$ cat config.mk
export PLATFORM = sky130hd
export DESIGN_NAME = procesador_multiciclo
export DESIGN_NICKNAME = d
export VERILOG_FILES = /design/src/rtl/procesador_multiciclo.sv
export SDC_FILE = /design/constraint.sdc
export NUM_CORES = 2
export LEC_CHECK = 0
export CAP_MARGIN = 40
export CORE_MARGIN = 2
export CORE_UTILIZATION = 63
export CTS_CLUSTER_SIZE = 16
export DETAILED_ROUTE_END_ITERATION = 10
export GPL_TIMING_DRIVEN = 1
export PLACE_DENSITY = 0.81
export SLEW_MARGIN = 15
export SYNTH_ARGS = -nofsm -noshare
export SYNTH_HDL_FRONTEND = slang
export SYNTH_SLANG_ARGS = --single-unit
$ cat constraint.sdc
create_clock -name clk -period 52.9 [get_ports clk]
set_input_delay 5.29 -clock clk [delete_from_list [all_inputs] [get_ports clk]]
set_output_delay 5.29 -clock clk [all_outputs]
set_load 0.1 [all_outputs]
$ cat src/rtl/procesador_multiciclo.sv
// Multicycle MIPS-subset core: one FSM sequences a register bank, ALU, PC and IR against req/ack memories.
// Define MC_JUMP_EN to make opcode 000010 (j) legal; otherwise it is trapped as illegal and executed as a NOP.
module procesador_multiciclo #(
    parameter int XLEN   = 32,
    parameter int NREG   = 32,
    parameter int ADDR_W = 10,
    parameter logic [ADDR_W-1:0] RESET_PC = '0
) (
    input  logic              clk,
    input  logic              reset,
    output logic              imem_req,
    output logic [ADDR_W-1:0] imem_addr,
    input  logic              imem_ack,
    input  logic [31:0]       imem_rdata,
    output logic              dmem_req,
    output logic              dmem_we,
    output logic [ADDR_W-1:0] dmem_addr,
    output logic [XLEN-1:0]   dmem_wdata,
    input  logic              dmem_ack,
    input  logic [XLEN-1:0]   dmem_rdata,
    output logic [ADDR_W-1:0] pc_o,
    output logic [2:0]        state_o,
    output logic              illegal_o
);
    typedef enum logic [2:0] {
        S_FETCH  = 3'd0,
        S_DECODE = 3'd1,
        S_EXEC   = 3'd2,
        S_MEM    = 3'd3,
        S_WB     = 3'd4
    } state_t;

    localparam logic [5:0] OP_R = 6'b000000, OP_ADDI = 6'b001000, OP_LW = 6'b100011;
    localparam logic [5:0] OP_SW = 6'b101011, OP_BEQ = 6'b000100, OP_J = 6'b000010;
    localparam logic [5:0] F_ADD = 6'b100000, F_SUB = 6'b100010, F_AND = 6'b100100;
    localparam logic [5:0] F_OR = 6'b100101, F_SLT = 6'b101010;

    state_t              r_state, w_state_next;
    logic [ADDR_W-1:0]   r_pc;
    logic [31:0]         r_ir;
    logic [XLEN-1:0]     r_a, r_b, r_imm, r_alu, r_mdr;
    logic                r_illegal;

    logic [5:0]          w_op, w_funct;
    logic [4:0]          w_rs, w_rt, w_rd;
    logic                w_is_r, w_is_addi, w_is_lw, w_is_sw, w_is_beq, w_r_ok, w_legal;
    logic [XLEN-1:0]     w_alu;
    logic [XLEN-1:0]     w_rf [32];
    logic                w_rf_we;
    logic [4:0]          w_rf_waddr;
    logic [XLEN-1:0]     w_rf_wdata;
    logic                w_unused;

    assign w_op      = r_ir[31:26];
    assign w_rs      = r_ir[25:21];
    assign w_rt      = r_ir[20:16];
    assign w_rd      = r_ir[15:11];
    assign w_funct   = r_ir[5:0];
    assign w_unused  = ^r_ir[10:6];
    assign w_is_r    = (w_op == OP_R);
    assign w_is_addi = (w_op == OP_ADDI);
    assign w_is_lw   = (w_op == OP_LW);
    assign w_is_sw   = (w_op == OP_SW);
    assign w_is_beq  = (w_op == OP_BEQ);

`ifdef MC_JUMP_EN
    logic              w_is_j;
    logic [ADDR_W-1:0] w_jtarget;
    assign w_is_j  = (w_op == OP_J);
    assign w_legal = (w_is_r & w_r_ok) | w_is_addi | w_is_lw | w_is_sw | w_is_beq | w_is_j;
    // Upper PC bits survive only when the address space is wider than the 28-bit jump field.
    if (ADDR_W > 28) begin : g_jhi
        assign w_jtarget = {r_pc[ADDR_W-1:28], r_ir[25:0], 2'b00};
    end else begin : g_jlo
        assign w_jtarget = ADDR_W'({r_ir[25:0], 2'b00});
    end
`else
    assign w_legal = (w_is_r & w_r_ok) | w_is_addi | w_is_lw | w_is_sw | w_is_beq;
`endif

    // Slots 0 and >=NREG are hard-wired zero, so their writes vanish and their reads return 0.
    for (genvar gi = 0; gi < 32; gi++) begin : g_rf
        if (gi > 0 && gi < NREG) begin : g_reg
            logic [XLEN-1:0] r_val;
            always_ff @(posedge clk or posedge reset) begin
                if (reset)
                    r_val <= '0;
                else if (w_rf_we && w_rf_waddr == 5'(gi))
                    r_val <= w_rf_wdata;
            end
            assign w_rf[gi] = r_val;
        end else begin : g_zero
            assign w_rf[gi] = '0;
        end
    end

    assign w_rf_we    = (r_state == S_WB);
    assign w_rf_waddr = w_is_r ? w_rd : w_rt;
    assign w_rf_wdata = w_is_lw ? r_mdr : r_alu;

    always_comb begin
        w_alu  = r_a + r_imm;
        w_r_ok = 1'b0;
        if (w_is_r) begin
            w_r_ok = 1'b1;
            case (w_funct)
                F_ADD:   w_alu = r_a + r_b;
                F_SUB:   w_alu = r_a - r_b;
                F_AND:   w_alu = r_a & r_b;
                F_OR:    w_alu = r_a | r_b;
                F_SLT:   w_alu = XLEN'($signed(r_a) < $signed(r_b));
                default: w_r_ok = 1'b0;
            endcase
        end
    end

    always_ff @(posedge clk or posedge reset) begin
        if (reset)
            r_state <= S_FETCH;
        else
            r_state <= w_state_next;
    end

    always_comb begin
        w_state_next = r_state;
        case (r_state)
            S_FETCH:  if (imem_ack) w_state_next = S_DECODE;
            S_DECODE: w_state_next = S_EXEC;
            S_EXEC: begin
                if (!w_legal || w_is_beq)
                    w_state_next = S_FETCH;
                else if (w_is_lw || w_is_sw)
                    w_state_next = S_MEM;
                else if (w_is_r || w_is_addi)
                    w_state_next = S_WB;
                else
                    w_state_next = S_FETCH;
            end
            S_MEM:    if (dmem_ack) w_state_next = w_is_sw ? S_FETCH : S_WB;
            S_WB:     w_state_next = S_FETCH;
            default:  w_state_next = S_FETCH;
        endcase
    end

    always_ff @(posedge clk or posedge reset) begin
        if (reset) begin
            r_pc      <= RESET_PC;
            r_ir      <= '0;
            r_a       <= '0;
            r_b       <= '0;
            r_imm     <= '0;
            r_alu     <= '0;
            r_mdr     <= '0;
            r_illegal <= 1'b0;
        end else begin
            case (r_state)
                S_FETCH: begin
                    if (imem_ack) begin
                        r_ir <= imem_rdata;
                        r_pc <= r_pc + ADDR_W'(4);
                    end
                end
                S_DECODE: begin
                    r_a   <= w_rf[w_rs];
                    r_b   <= w_rf[w_rt];
                    r_imm <= XLEN'($signed(r_ir[15:0]));
                end
                S_EXEC: begin
                    r_alu <= w_alu;
                    if (!w_legal)
                        r_illegal <= 1'b1;
                    else if (w_is_beq && r_a == r_b)
                        r_pc <= r_pc + ADDR_W'(r_imm << 2);
`ifdef MC_JUMP_EN
                    else if (w_is_j)
                        r_pc <= w_jtarget;
`endif
                end
                S_MEM: begin
                    if (dmem_ack && !w_is_sw)
                        r_mdr <= dmem_rdata;
                end
                default: ;
            endcase
        end
    end

    // Requests are gated by reset so they fall in the very cycle reset asserts.
    assign imem_req   = (r_state == S_FETCH) && !reset;
    assign imem_addr  = r_pc;
    assign dmem_req   = (r_state == S_MEM) && !reset;
    assign dmem_we    = dmem_req && w_is_sw;
    assign dmem_addr  = ADDR_W'(r_alu);
    assign dmem_wdata = r_b;
    assign pc_o       = r_pc;
    assign state_o    = r_state;
    assign illegal_o  = r_illegal;
endmodule

==> impl_metrics.json <==
{
  "yosysWarnings": 0,
  "vdd_drop_max_mv": 0.0995,
  "cap_violations": 0,
  "cts_max_level": 3,
  "cts_buffers": 118,
  "rows": 117,
  "r2r-start": "r_ir[27]$_DFFE_PP0P_",
  "hold_violations": 0,
  "synth_most_common_cell": "dfrtp_1",
  "clk_pin_slew_ps": 60,
  "yosys-top-cells-count": "dfrtp_1, a21oi_1, nor2_1",
  "first_global_vias": 54300,
  "ys.flop_type": "dfrtp_1",
  "fin_crit_ps": 12220,
  "clk_latency_ps": 760,
  "whs_ps": 476,
  "relSlewSlack_pct": 33.8,
  "rsz0062_at_grt": "false",
  "synth.distinct_cells": 84,
  "synth_top_area_share_pct": 45.4,
  "maxSlewViolCount": 0,
  "ys_seq_area_share_pct": 45.4,
  "start_util_pct": 63.7,
  "num_vias": 52300,
  "cts_tree": "done",
  "timing.final.crit_share_pct": 23.1,
  "setup_viol": 0,
  "synth_area_mm2": 0.0650,
  "crit_chain": "clkdlybuf4s50_1, nor2_1, and3_1, clkdlybuf4s50_1, buf_8",
  "cp-end-kind": "output pin",
  "syn_to_final_growth_pct": 13.2,
  "dieHeight_um": 325,
  "synth_largest_area_cell": "dfrtp_1",
  "clock_path_buffers": 3,
  "dp_hpwl_mm": 129,
  "worstPathMaxFanout": 3,
  "coreArea_mm2": 0.102,
  "drt_iter0_drc": 7091,
  "synthArstFlopShare_pct": 100,
  "overflow": 0,
  "dr.pass1.iters": 8,
  "crit_path_start_kind": "input pin",
  "cts_resized": 0,
  "cts-root-buf": "clkbuf_16",
  "worstMarginPinSlew_ps": 993,
  "grt_max_degree": 157,
  "drc_errors": 0,
  "hp-start": "illegal_o$_DFFE_PP0P_",
  "io_pins": 137,
  "wl_per_cell_um": 28.7,
  "status": "complete, no violations",
  "port_buffers": 132,
  "ys_ff_latch": 1180,
  "wl_mm": 210,
  "skew_ps": 46.7,
  "grt_pass1_wl_mm": 321,
  "antenna_found_initial": 13,
  "drive_gt1_share_pct": 21.0,
  "hold_path_class": "reg2reg",
  "routed_via_density": 7.14,
  "p_leak_nw": 31.9,
  "dieArea_mm2": 0.106,
  "netlist_instances": 5950,
  "avgSynthCellArea_um2": 10.9,
  "nets": 6086,
  "grt_util_all_layers_pct": 40.0,
  "post_cts_buffers": 0,
  "holdBufCountCts": 0,
  "p_per_area_mw_per_mm2": 67.3,
  "arrival_ps": 6930,
  "crit_type": "in2out",
  "cp-startpoint": "reset",
  "final_antenna_net_count": 0,
  "required_ps": 47610,
  "fp.dieW_um": 325,
  "ys_top_cells_by_area": "dfrtp_1, mux4_2, a21oi_1, o21ai_0, nor2_1",
  "gp_congestion": 1.01,
  "clock-sinks": 1180,
  "fmax_mhz": 81.8,
  "synth_edf_count": 0,
  "fin_tns_setup_ps": 0,
  "crit_slowest_cell": "clkdlybuf4s50_1",
  "cpMostUsedCell": "clkdlybuf4s50_1",
  "cpPeakStageDelay_ps": 540
}
-- cell usage in the layout, fill, tap and decap left out, drive strengths merged, types with 14 or more instances in the layout --
| master | count |
|---|---|
| xor2 | 25 |
| ha | 149 |
| dfrtp | 1180 |
| nor4 | 14 |
| nor3 | 30 |
| clkinv | 30 |
| xnor2 | 31 |
| a221oi | 15 |
| nor2 | 717 |
| nand3 | 28 |
| clkdlybuf4s50 | 132 |
| inv | 115 |
| bufinv | 15 |
| mux2i | 107 |
| nand2b | 18 |
| a211oi | 19 |
| mux4 | 576 |
| o21bai | 20 |
| o21ai | 579 |
| clkbuf | 171 |
| mux2 | 140 |
| a22o | 63 |
| a21o | 23 |
| a21oi | 720 |
| buf | 228 |
| o211ai | 16 |
| a31oi | 17 |
| o22ai | 15 |
| nand2 | 603 |
-- final timing paths --
| path | slack [ps] | end | cells past startpoint |
|---|---|---|---|
| max | 40680 | dmem_we | 5 |
| min | 480 | illegal_o$_DFFE_PP0P_ | 1 |
| max reg2reg | 48160 | g_rf[18].g_reg.r_val[25]$_DFFE_PP0P_ | 10 |
| min reg2reg | 480 | illegal_o$_DFFE_PP0P_ | 1 |
| max in group asynchronous | 45660 | r_ir[23]$_DFFE_PP0P_ | 6 |
| min in group asynchronous | 4980 | r_ir[1]$_DFFE_PP0P_ | 2 |
-- power by group --
part	switching, mW	internal [mW]
registers	0.325	1.17
logic	1.51	1.04
clock network	0.371	0.530
total	2.21	2.74
-- state kept, by name, indices dropped and copies added (netlist names) --
name	flops
imem_addr	8
illegal_o	1
dmem_wdata	32
r_mdr	32
g_rf.g_reg.r_val	992
r_alu	32
state_o	3
r_ir	32
r_a	32
r_imm	16
-- layout make-up --
cell class | instances | area, um^2
antenna | 2 | 5.00
clock buffer | 167 | 3490
clock inverter | 48 | 653
fill | 6285 | 28500
inverter | 114 | 435
multi-input combinational | 4087 | 33100
sequential | 1180 | 29600
tap | 1368 | 1710
timing repair buffer | 364 | 4600
-- critical path: cells and delay by family --
kind | cells | cell delay, ps
buffers and inverters | 3 | 1270
and+or+nand+nor | 2 | 360
-- layer usage --
metal / GRT usage (%) / routed length [um] / up-vias
met5: 0 / 109 / -
met2: 61.2 / 96100 / 3963
met3: 13.4 / 28900 / 1165
met1: 49.1 / 69600 / 25800
met4: 25.8 / 15300 / 16
li1: - / - / 21400
-- logic make-up (layout without fill, tap and decap cells) --
family / count (synthesis) / after routing / share of synthesized area [%]
AOI/OAI and AO/OA: 1573 / 1573 / 13.5
xor gates and xnor gates: 56 / 56 / 0.755
and+or+nand+nor: 1478 / 1478 / 9.12
buffers and inverters: 686 / 693 / 4.16
adders and majority gates: 153 / 153 / 2.99
DFF: 1180 / 1180 / 45.4
other: 1 / 6 / 0.00577
muxes: 823 / 823 / 24.0
-- metrics by stage --
stage               utilization, %  setup WS (ps)  power, mW  cell area (um^2)  cells
floorplan                        -          14370       3.13             65000   5953
global placement              65.7          40290       3.74             67100   6996
detailed placement            67.8          40700       3.93             69200   7102
CTS                           71.9          40700       4.85             73400   7317
global route                  72.1          40620       5.15             73600   7328
finish                        72.1          40680       4.95             73600   7330
Power figures use the tool's default switching activity.
